**src/rtl/vx_dxa_scheduler_pkg.sv**
```systemverilog
// DXA scheduler shared types: request, staging, launch, owner, response.
// Also holds the op codes and the round-robin pick helper.
package vx_dxa_scheduler_pkg;

  localparam int XLEN            = 32;
  localparam int CORE_ID_W       = 2;
  localparam int UUID_W          = 8;
  localparam int NW_W            = 2;
  localparam int DXA_DESC_SLOT_W = 4;
  localparam int BAR_ADDR_W      = 8;

  localparam logic [2:0] DXA_OP_SETUP0  = 3'd0;
  localparam logic [2:0] DXA_OP_SETUP1  = 3'd1;
  localparam logic [2:0] DXA_OP_COORD01 = 3'd2;
  localparam logic [2:0] DXA_OP_COORD23 = 3'd3;
  localparam logic [2:0] DXA_OP_ISSUE   = 3'd4;
  localparam logic [2:0] DXA_OP_LAUNCH  = 3'd5;

  typedef struct packed {
    logic [CORE_ID_W-1:0] core_id;
    logic [UUID_W-1:0]    uuid;
    logic [NW_W-1:0]      wid;
    logic [2:0]           op;
    logic [XLEN-1:0]      rs1;
    logic [XLEN-1:0]      rs2;
  } dxa_req_t;

  localparam int DXA_REQ_DATAW = $bits(dxa_req_t);

  typedef struct packed {
    logic [XLEN-1:0]            smem_base;
    logic [DXA_DESC_SLOT_W-1:0] desc_slot;
    logic [BAR_ADDR_W-1:0]      bar_addr;
    logic [31:0]                coord0;
    logic [31:0]                coord1;
    logic [31:0]                coord2;
    logic [31:0]                coord3;
    logic                       armed;
  } dxa_stage_ctx_t;

  typedef struct packed {
    logic [CORE_ID_W-1:0]       core_id;
    logic [UUID_W-1:0]          uuid;
    logic [NW_W-1:0]            wid;
    logic [BAR_ADDR_W-1:0]      bar_addr;
    logic                       is_s2g;
    logic [DXA_DESC_SLOT_W-1:0] desc_slot;
    logic [XLEN-1:0]            smem_base;
    logic [31:0]                coord0;
    logic [31:0]                coord1;
    logic [31:0]                coord2;
    logic [31:0]                coord3;
  } dxa_launch_t;

  localparam int DXA_LAUNCH_DATAW = $bits(dxa_launch_t);

  typedef struct packed {
    logic [CORE_ID_W-1:0]  core_id;
    logic [UUID_W-1:0]     uuid;
    logic [NW_W-1:0]       wid;
    logic [BAR_ADDR_W-1:0] bar_addr;
  } dxa_owner_t;

  typedef struct packed {
    dxa_owner_t owner;
    logic [1:0] status;
  } dxa_rsp_t;

  localparam int DXA_RSP_DATAW = $bits(dxa_rsp_t);

  // Round-robin pick over up to 8 requesters, starting at ptr.
  localparam int ARB_MAX = 8;

  function automatic logic [2:0] rr_pick(
    input logic [ARB_MAX-1:0] req,
    input logic [2:0]         ptr,
    input int                 n
  );
    logic [2:0] win;
    logic       hit;
    int         idx;
    win = '0;
    hit = 1'b0;
    for (int k = 0; k < ARB_MAX; k++) begin
      idx = (int'(ptr) + k) % n;
      if (k < n && !hit && req[idx]) begin
        win = 3'(idx);
        hit = 1'b1;
      end
    end
    return win;
  endfunction

endpackage

```
**src/rtl/vx_dxa_scheduler_ctx.sv**
```systemverilog
// Per-requester DXA staging register file with op decode.
// Ports: clk/reset, one write (en, idx, op, rs1, rs2), ctx array out.
module vx_dxa_scheduler_ctx
  import vx_dxa_scheduler_pkg::*;
#(
  parameter int NUM_REQS = 4,
  parameter int RQ_W     = 2
) (
  input  logic                          clk,
  input  logic                          reset,
  input  logic                          wr_en,
  input  logic [RQ_W-1:0]               wr_idx,
  input  logic [2:0]                    wr_op,
  input  logic [XLEN-1:0]               wr_rs1,
  input  logic [XLEN-1:0]               wr_rs2,
  output dxa_stage_ctx_t [NUM_REQS-1:0] ctx
);

  dxa_stage_ctx_t [NUM_REQS-1:0] ctx_q;

  assign ctx = ctx_q;

  always_ff @(posedge clk) begin
    if (reset) begin
      ctx_q <= '0;
    end else if (wr_en) begin
      unique case (wr_op)
        DXA_OP_SETUP0: begin
          ctx_q[wr_idx].smem_base <= wr_rs1;
          ctx_q[wr_idx].desc_slot <= wr_rs2[DXA_DESC_SLOT_W-1:0];
          ctx_q[wr_idx].armed     <= 1'b1;
        end
        DXA_OP_SETUP1: begin
          ctx_q[wr_idx].bar_addr <= wr_rs1[BAR_ADDR_W-1:0];
        end
        DXA_OP_COORD01: begin
          ctx_q[wr_idx].coord0 <= wr_rs1[31:0];
          ctx_q[wr_idx].coord1 <= wr_rs2[31:0];
        end
        DXA_OP_COORD23: begin
          ctx_q[wr_idx].coord2 <= wr_rs1[31:0];
          ctx_q[wr_idx].coord3 <= wr_rs2[31:0];
        end
        // an ISSUE that fires has launched (or was unarmed)
        DXA_OP_ISSUE: begin
          ctx_q[wr_idx].armed <= 1'b0;
        end
        default: begin
        end
      endcase
    end
  end

endmodule

```
**src/rtl/vx_dxa_scheduler.sv**
```systemverilog
// DXA front-end: RR request arbitration, staging, engine launch, completions.
// Ports: req_* in, eng_launch_* / eng_done_* to engines, rsp_* out, busy, err.
module vx_dxa_scheduler
  import vx_dxa_scheduler_pkg::*;
#(
  parameter int NUM_REQS    = 4,
  parameter int NUM_ENGINES = 2
) (
  input  logic                                   clk,
  input  logic                                   reset,
  input  logic [NUM_REQS-1:0]                    req_valid,
  input  logic [NUM_REQS-1:0][DXA_REQ_DATAW-1:0] req_data,
  output logic [NUM_REQS-1:0]                    req_ready,
  output logic [NUM_ENGINES-1:0]                 eng_launch_valid,
  output logic [DXA_LAUNCH_DATAW-1:0]            eng_launch_data,
  input  logic [NUM_ENGINES-1:0]                 eng_launch_ready,
  input  logic [NUM_ENGINES-1:0]                 eng_done_valid,
  input  logic [NUM_ENGINES-1:0][1:0]            eng_done_status,
  output logic [NUM_ENGINES-1:0]                 eng_done_ready,
  output logic                                   rsp_valid,
  output logic [DXA_RSP_DATAW-1:0]               rsp_data,
  input  logic                                   rsp_ready,
  output logic                                   busy,
  output logic                                   err_sticky
);

  localparam int RQ_W = (NUM_REQS > 1) ? $clog2(NUM_REQS) : 1;
  localparam int EN_W = (NUM_ENGINES > 1) ? $clog2(NUM_ENGINES) : 1;

  typedef enum logic {S_IDLE, S_LAUNCH} state_t;

  state_t state, state_n;

  dxa_req_t [NUM_REQS-1:0]       reqs;
  dxa_stage_ctx_t [NUM_REQS-1:0] ctx;
  dxa_req_t       win_req;
  dxa_stage_ctx_t win_ctx;

  logic [NUM_REQS-1:0] elig;
  logic [RQ_W-1:0]     rq_ptr, rq_win, rq_nxt;
  logic                rq_fire, do_issue, bad_op;

  logic [NUM_ENGINES-1:0] eng_busy, dn_cand, alloc;
  logic [EN_W-1:0]        eng_sel, free_eng, dn_ptr, dn_win, dn_nxt;
  logic                   dn_fire, rsp_vld;

  dxa_owner_t [NUM_ENGINES-1:0] owner;
  dxa_owner_t  owner_n;
  dxa_launch_t launch_q, launch_n;
  dxa_rsp_t    rsp_q;

  assign reqs = req_data;

  vx_dxa_scheduler_ctx #(
    .NUM_REQS (NUM_REQS),
    .RQ_W     (RQ_W)
  ) u_ctx (
    .clk    (clk),
    .reset  (reset),
    .wr_en  (rq_fire),
    .wr_idx (rq_win),
    .wr_op  (win_req.op),
    .wr_rs1 (win_req.rs1),
    .wr_rs2 (win_req.rs2),
    .ctx    (ctx)
  );

  // ISSUE waits for a free engine; blocked ones drop out of the race
  always_comb begin
    elig = '0;
    for (int i = 0; i < NUM_REQS; i++) begin
      elig[i] = req_valid[i] && (state == S_IDLE) &&
                ((reqs[i].op != DXA_OP_ISSUE) || (|(~eng_busy)));
    end
  end

  assign rq_win  = RQ_W'(rr_pick(8'(elig), 3'(rq_ptr), NUM_REQS));
  assign rq_fire = |elig;
  assign rq_nxt  = (rq_win == RQ_W'(NUM_REQS - 1)) ? '0 : rq_win + RQ_W'(1);
  assign win_req = reqs[rq_win];
  assign win_ctx = ctx[rq_win];

  assign req_ready = rq_fire ? (NUM_REQS'(1) << rq_win) : '0;

  assign do_issue = rq_fire && (win_req.op == DXA_OP_ISSUE) && win_ctx.armed;
  assign bad_op   = rq_fire && ((win_req.op >= DXA_OP_LAUNCH) ||
                    ((win_req.op == DXA_OP_ISSUE) && !win_ctx.armed));

  always_comb begin
    free_eng = '0;
    for (int e = NUM_ENGINES - 1; e >= 0; e--) begin
      if (!eng_busy[e]) free_eng = EN_W'(e);
    end
  end

  assign alloc = do_issue ? (NUM_ENGINES'(1) << free_eng) : '0;

  always_comb begin
    owner_n.core_id  = win_req.core_id;
    owner_n.uuid     = win_req.uuid;
    owner_n.wid      = win_req.wid;
    owner_n.bar_addr = win_ctx.bar_addr;
    launch_n.core_id   = win_req.core_id;
    launch_n.uuid      = win_req.uuid;
    launch_n.wid       = win_req.wid;
    launch_n.bar_addr  = win_ctx.bar_addr;
    launch_n.is_s2g    = win_req.rs1[0];
    launch_n.desc_slot = win_ctx.desc_slot;
    launch_n.smem_base = win_ctx.smem_base;
    launch_n.coord0    = win_ctx.coord0;
    launch_n.coord1    = win_ctx.coord1;
    launch_n.coord2    = win_ctx.coord2;
    launch_n.coord3    = win_ctx.coord3;
  end

  // completions only from engines we own; one-entry response buffer
  assign dn_cand = eng_done_valid & eng_busy;
  assign dn_win  = EN_W'(rr_pick(8'(dn_cand), 3'(dn_ptr), NUM_ENGINES));
  assign dn_fire = (|dn_cand) && (!rsp_vld || rsp_ready);
  assign dn_nxt  = (dn_win == EN_W'(NUM_ENGINES - 1)) ? '0 : dn_win + EN_W'(1);

  assign eng_done_ready = dn_fire ? (NUM_ENGINES'(1) << dn_win) : '0;

  always_comb begin
    state_n          = state;
    eng_launch_valid = '0;
    unique case (state)
      S_IDLE: begin
        if (do_issue) state_n = S_LAUNCH;
      end
      S_LAUNCH: begin
        eng_launch_valid = NUM_ENGINES'(1) << eng_sel;
        if (eng_launch_ready[eng_sel]) state_n = S_IDLE;
      end
      default: state_n = S_IDLE;
    endcase
  end

  always_ff @(posedge clk) begin
    if (reset) begin
      state      <= S_IDLE;
      eng_busy   <= '0;
      eng_sel    <= '0;
      launch_q   <= '0;
      owner      <= '0;
      rq_ptr     <= '0;
      dn_ptr     <= '0;
      rsp_vld    <= 1'b0;
      rsp_q      <= '0;
      err_sticky <= 1'b0;
    end else begin
      state    <= state_n;
      eng_busy <= (eng_busy & ~eng_done_ready) | alloc;
      if (rq_fire) rq_ptr <= rq_nxt;
      if (bad_op) err_sticky <= 1'b1;
      if (do_issue) begin
        eng_sel         <= free_eng;
        launch_q        <= launch_n;
        owner[free_eng] <= owner_n;
      end
      if (dn_fire) begin
        dn_ptr       <= dn_nxt;
        rsp_vld      <= 1'b1;
        rsp_q.owner  <= owner[dn_win];
        rsp_q.status <= eng_done_status[dn_win];
      end else if (rsp_ready) begin
        rsp_vld <= 1'b0;
      end
    end
  end

  assign eng_launch_data = launch_q;
  assign rsp_valid       = rsp_vld;
  assign rsp_data        = rsp_q;
  assign busy            = (|eng_busy) || (state == S_LAUNCH);

endmodule

```
**config.mk**
```make
export PLATFORM = sky130hd
export DESIGN_NAME = vx_dxa_scheduler
export DESIGN_NICKNAME = d
export VERILOG_FILES = /design/src/rtl/vx_dxa_scheduler_pkg.sv /design/src/rtl/vx_dxa_scheduler_ctx.sv /design/src/rtl/vx_dxa_scheduler.sv
export SDC_FILE = /design/constraint.sdc
export NUM_CORES = 2
export LEC_CHECK = 0
export ABC_AREA = 1
export CAP_MARGIN = 20
export CORE_UTILIZATION = 58
export CTS_CLUSTER_DIAMETER = 50
export DETAILED_ROUTE_END_ITERATION = 6
export DONT_BUFFER_PORTS = 1
export PLACE_DENSITY = 0.74
export RECOVER_POWER = 100
export SLEW_MARGIN = 0
export SYNTH_ARGS = -nofsm -noshare
export SYNTH_HDL_FRONTEND = slang
export SYNTH_HIERARCHICAL = 1
export SYNTH_SLANG_ARGS = --single-unit
```
**constraint.sdc**
```tcl
create_clock -name clk -period 4.9 [get_ports clk]
set_input_delay 1.47 -clock clk [delete_from_list [all_inputs] [get_ports clk]]
set_output_delay 1.47 -clock clk [all_outputs]
set_load 0.1 [all_outputs]
```
# --- Word level (Yosys, flattened, before mapping) ---
# Cells that the tools add are included.
word_totals:
  latch_bits: 0
  ram_bits: 0
  mem_count: 0
  romBits: 0
  ff_bits: 948
  out_inout_bits: 218
  word_cells: 226
  in_bits: 331
op_classes:
  n_addsub: 6
  n_mux: 78
  bitwise_logic: 10
  shift: 4
  order_cmp: 13
  multipliers: 0
  eq_ne: 9
  reduce_logical: 43
  n_div: 0
op_table:
  columns: ["cell", "count"]
  rows:
  - ["692-bit bitwise mux", 9]
  - ["692-bit case mux with 5 select lines", 1]
  - ["173-bit demux with 2-bit select", 8]
  - ["173-bit binary-select mux with 2-bit select", 1]
  - ["173-bit 2-to-1 mux", 2]
  - ["79-bit binary-select mux with 2-bit select", 1]
  - ["141-bit 2-to-1 mux", 1]
  - ["137-bit 2-to-1 mux", 1]
  - ["129-bit 2-to-1 mux", 1]
  - ["97-bit 2-to-1 mux", 1]
  - ["79-bit 2-to-1 mux", 1]
  - ["65-bit 2-to-1 mux", 1]
  - ["20-bit 2-to-1 mux", 3]
  - ["40-bit bitwise mux", 1]
  - ["33-bit 2-to-1 mux", 1]
  - ["1-bit 2-to-1 mux", 27]
  - ["20-bit demux with 1-bit select", 1]
  - ["2-bit 2-to-1 mux", 10]
  - ["1-bit logical AND", 19]
  - ["3-bit by 5-bit less-than comparator with 1-bit output (second input constant)", 3]
  - ["3-bit inequality test (second input constant)", 4]
  - ["2-bit OR reduction", 6]
  - ["1-bit binary-select mux with 3-bit select", 3]
  - ["1-bit logical OR", 7]
  - ["other kinds (31)", 50]

# --- Logic depth before layout (Yosys ltp) ---
logic_depth:
  word_depth: 24
  ltp_mapped: 25
  depth_no_buf: 23

# --- Hierarchy ---
# Netlist, hierarchy kept.
modules_own_cells:
  columns: ["module", "seq_area_each_um2", "area_each_um2", "cells_each", "n_inst"]
  rows:
  - ["vx_dxa_scheduler_ctx", 13853.3, 27681.5, 3887, 1]
  - ["vx_dxa_scheduler", 5124.9, 17350.4, 2975, 1]

# --- Least setup slack after synthesis ---
# No wires, ideal clock.
synth_timing:
  kind: "input -> output"
  from: "in req_data[301] in the netlist's numbering"
  to: "out req_ready[3]"
  path_stages: 16
  required_time_ps: 3430
  n_path_buf: 2
  path_slack_ps: -1192
  arrival_ps: 4622
  cell_sequence: "nor2_1 -> nand3_2 -> nand3_1 -> nand2_1 -> nand2_1 -> nand2_1 -> nor2_1 -> nand2_2 -> nand2_4 -> nand2_4 -> inv_2 -> clkbuf_1 -> clkbuf_1 -> ha_1 -> inv_1 -> nor2_1"
synth_via:
  elab_chain_len: 17
  elab_cells_between_ends: 30
  classes_between: "eq/ne (1); shift (1); mux (19); reduce/logical (9)"
synth_rtl:
  columns: ["item", "line", "source"]
  rows:
  - ["from (decl)", "vx_dxa_scheduler.sv:12", "input logic [NUM_REQS-1:0][DXA_REQ_DATAW-1:0] req_data,"]
  - ["3-bit inequality test *", "vx_dxa_scheduler.sv:73", "((reqs[i].op != DXA_OP_ISSUE) || (|(~eng_busy)));"]
  - ["1-bit logical OR *", "vx_dxa_scheduler.sv:73", null]
  - ["1-bit logical AND *", "vx_dxa_scheduler.sv:72", "elig[i] = req_valid[i] && (state == S_IDLE) &&"]
  - ["1-bit binary-select mux with 2-bit select", "vx_dxa_scheduler_pkg.sv:86", "if (k < n && !hit && req[idx]) begin"]
  - ["1-bit 2-to-1 mux (not written as such)", "vx_dxa_scheduler_pkg.sv:86", null]
  - ["1-bit 2-to-1 mux", "vx_dxa_scheduler_pkg.sv:86", null]
  - ["1-bit logical NOT", "vx_dxa_scheduler_pkg.sv:86", null]
  - ["1-bit logical AND", "vx_dxa_scheduler_pkg.sv:86", null]
  - ["(+2 left out)", null, null]
  - ["1-bit logical AND", "vx_dxa_scheduler_pkg.sv:86", null]
  - ["1-bit 2-to-1 mux", "vx_dxa_scheduler_pkg.sv:86", null]
  - ["1-bit logical NOT", "vx_dxa_scheduler_pkg.sv:86", null]
  - ["1-bit logical AND", "vx_dxa_scheduler_pkg.sv:86", null]
  - ["2-bit 2-to-1 mux *", "vx_dxa_scheduler_pkg.sv:86", null]
  - ["named net rq_win[0]", "vx_dxa_scheduler.sv:40", "logic [RQ_W-1:0] rq_ptr, rq_win, rq_nxt;"]
  - ["1-bit by 2-bit left shift with 4-bit output *", "vx_dxa_scheduler.sv:83", "assign req_ready = rq_fire ? (NUM_REQS'(1) << rq_win) : '0;"]
  - ["4-bit 2-to-1 mux *", "vx_dxa_scheduler.sv:83", null]
  - ["to (decl)", "vx_dxa_scheduler.sv:13", "output logic [NUM_REQS-1:0] req_ready,"]
# Mark *: on every way through the listed nets, which the timed path passes. The rest lies on a longest branch. The select of a mux whose other input is x is not followed.

# --- Worst setup path after layout ---
layout_timing:
  from: "in req_valid[1]"
  to: "out req_ready[3]"
layout_via:
  elab_chain_len: 16
  elab_cells_between_ends: 29
  classes_between: "shift (1); mux (19); reduce/logical (9)"
layout_rtl:
  columns: ["item", "line", "source"]
  rows:
  - ["from (decl)", "vx_dxa_scheduler.sv:11", "input logic [NUM_REQS-1:0] req_valid,"]
  - ["1-bit logical AND * (2 in series)", "vx_dxa_scheduler.sv:72", null]
  - ["1-bit binary-select mux with 2-bit select", "vx_dxa_scheduler_pkg.sv:86", null]
  - ["1-bit 2-to-1 mux (not written as such)", "vx_dxa_scheduler_pkg.sv:86", null]
  - ["1-bit 2-to-1 mux", "vx_dxa_scheduler_pkg.sv:86", null]
  - ["1-bit logical NOT", "vx_dxa_scheduler_pkg.sv:86", null]
  - ["1-bit logical AND", "vx_dxa_scheduler_pkg.sv:86", null]
  - ["1-bit 2-to-1 mux", "vx_dxa_scheduler_pkg.sv:86", null]
  - ["1-bit logical NOT", "vx_dxa_scheduler_pkg.sv:86", null]
  - ["1-bit logical AND", "vx_dxa_scheduler_pkg.sv:86", null]
  - ["1-bit 2-to-1 mux", "vx_dxa_scheduler_pkg.sv:86", null]
  - ["1-bit logical NOT", "vx_dxa_scheduler_pkg.sv:86", null]
  - ["1-bit logical AND", "vx_dxa_scheduler_pkg.sv:86", null]
  - ["2-bit 2-to-1 mux", "vx_dxa_scheduler_pkg.sv:86", null]
  - ["1-bit by 2-bit left shift with 4-bit output", "vx_dxa_scheduler.sv:83", null]
  - ["4-bit 2-to-1 mux *", "vx_dxa_scheduler.sv:83", null]
# Every way passes the cells marked *; elsewhere a longest branch is shown, timed or not. The select of a mux whose other input is x is not followed.

==> metrics.txt <==
Post-DP Area 0.0467 mm2; Slowest cell on crit path nand2_8; WL final 159 mm; post-synth net total 7197; CP Data Required Time 3.43 ns; Fillers 6878; Synth Flop Type dfxtp_1; max-cap violation count 6; Tcrit/Tclk final 96.3%; clk root buf clkbuf_16; sequential-to-total area share from yosys stat 42.1%; Num CTS Buffers 110; final setup fails 0; antenna-violating nets left 0; Slew Viols, Final 10; Async SR Flop Fraction 0%; # IOs between 500 and 600; startpoint class of the critical path input pin; HP Class reg2reg; Die H 281 um; Worst-Margin Slew between 1.5 and 2 ns; vias in the first global route 41800; CTS Sinks 948; final std cells w/o fill 7769; slew margin rel. -14.7%; top post-synthesis cells by count nor2_1 (1444), nand2_1 (1290), dfxtp_1 (948), o21ai_0 (725), a21oi_1 (639); worst path bufs/invs 4; Clk pin slew, worst setup/hold paths 0.05 ns; Post-CTS Setup Bufs 0; Bufs on Longest Clock Path 3; H-tree depth 3; total grt overflow 0; Starting Density 59.0%; Layout area overhead 11.2%; critical path cell sequence inv_1 > nor2_2 > nand3_1 > nand3_1 > nand2_2 > a21oi_2 > nand2_4 > nand2_8 > clkinv_16 > ha_1 > inv_1 > nor2_4 > buf_12; FMAX 212 MHz; hpwl dp about 100 mm; CP endpoint kind output port; final net count 6979; most numerous cell in the Yosys netlist nor2_1; num rows 101; Avg Cell Area, Syn about 6.6 um2; Synth area leaders dfxtp_1 (42%), nor2_1 (12%), nand2_1 (11%); status complete, but fails checks; Post-route DRC 0; TritonRoute pass-1 iters 6; Hold-fix buffers, CTS 0; unrepaired setup endpoints after global routing no; WS Path Type in2out; WP data arrival 3.25 ns; Ys Warns 6; WHS 0.461 ns; Inst Count DP 7552; CTS tree done; first-pass GRT wire length 240 mm; initial drt markers approximately 4700; min cycle time layout 4.72 ns; crit-path max FO 26; Post-Synthesis Cells 6862; initial antenna violation count 5; top cell type's share of synthesized area 42.1%; Final Skew ~0.026 ns; Final Util 65.6%; Post-Syn Area 0.0450 mm2; layout cells sized above 1 around 7%; #FFs+latches synth around 950; GRT Total Usage around two fifths; Worst-Skew Late Latency between 0.6 and 0.7 ns; failing checks capacitance limit, slew limit; Final Hold Fails 0; die area approximately 0.08 mm2; Multi-input gate area 0.0220 mm2; final estimated routing congestion in global placement about 0.91; cell taking the most area after synthesis dfxtp_1; Post-synth EDFFs 0; WL/cell 20.4 um; CP top delay family simple AND/OR/NAND/NOR gates; Reg area 0.0190 mm2; vias per cell 5.95; Buffers on Ports 0; core area approximately 0.076 mm2; fin area 0.0501 mm2; Synth cell types 35; vias 46300; pin count of the biggest net entering global routing 255; Die X 281 um; slowest stage delay, CP 0.21 ns
[flip-flops by register name (all words and copies together) (netlist names)]
signal           count
dn_ptr               1
rq_ptr               2
state                1
err_sticky           1
eng_busy             2
u_ctx/ctx          692
eng_launch_data    185
rsp_data            22
eng_sel              1
owner               40
rsp_valid            1
[routing by layer]
| metal | vias to the layer above | wire length, um | track usage, % |
|---|---|---|---|
| li1 | 21900 | - | - |
| met1 | 21400 | 59800 | 46.9 |
| met2 | 2406 | 71600 | 62.8 |
| met3 | 537 | 15900 | 8.19 |
| met4 | 4 | 11200 | 25.9 |
| met5 | - | 22 | 0 |
[cell type report]
type,count,share of cell area (%)
multi-input combinational,4877,44.0
sequential,948,37.9
clock buffer,148,6.19
timing repair buffer,245,4.34
inverter,462,3.57
tap,1030,2.57
clock inverter,56,1.44
antenna,3,0.0150
[worst min-delay path, delay by kind of cell, from the launching register on]
kind | cells | cell delay (ns)
compound gates | 1 | 0.05
flops | 1 | 0.31
simple gates | 1 | 0.06
[kinds of logic after synthesis]
| family | share of synthesized area, % |
|---|---|
| simple gates | 27.1 |
| xor+xnor | 0.0361 |
| buf+inv | 9.39 |
| fa+ha+maj | 0.111 |
| compound gates | 21.2 |
| flops | 42.1 |
[cells in the final DEF, fill, tap and decap left out, types with 11 or more instances in the layout]
cell / instances
a21oi_1: 640
a22oi_1: 51
a31oi_1: 12
a32oi_1: 71
buf_12: 41
buf_4: 134
bufinv_16: 14
clkbuf_1: 49
clkbuf_16: 112
clkbuf_2: 28
clkbuf_8: 16
clkinv_2: 19
dfxtp_1: 948
inv_1: 446
inv_6: 14
nand2_1: 1281
nand2_2: 11
nand3_1: 312
nand3_2: 11
nand3b_1: 13
nor2_1: 1431
nor2_2: 11
o21ai_0: 730
o21ai_1: 92
o22ai_1: 164
[per-stage QoR]
| stage | setup TNS [ns] | worst slack, ns |
|---|---|---|
| after global routing | 0 | 0.0194 |
| after CTS | 0 | 0.143 |
| after detailed placement | -5.56 | -0.475 |
| final | 0 | 0.180 |
| after floorplan | -0.00323 | -0.00323 |
| after global placement | -4.90 | -0.459 |
[final timing paths]
check,startpoint,cells past startpoint,slack [ns],end
hold reg to reg,u_ctx/ctx[354],2,0.46,u_ctx/ctx[354]
setup reg to reg,rq_ptr[0],17,0.37,u_ctx/ctx[339]
setup / recovery,req_valid[1],13,0.18,req_ready[3]
hold / removal,u_ctx/ctx[354],2,0.46,u_ctx/ctx[354]
[timing repair]
action                     CTS  global route
setup endpoints to repair    0             3
hold endpoints to repair     0             0
resized for setup            0             4
Power is left out: the tool's default activity adds up to more than one toggle a clock period on the data nets, which glitch-free logic cannot reach.
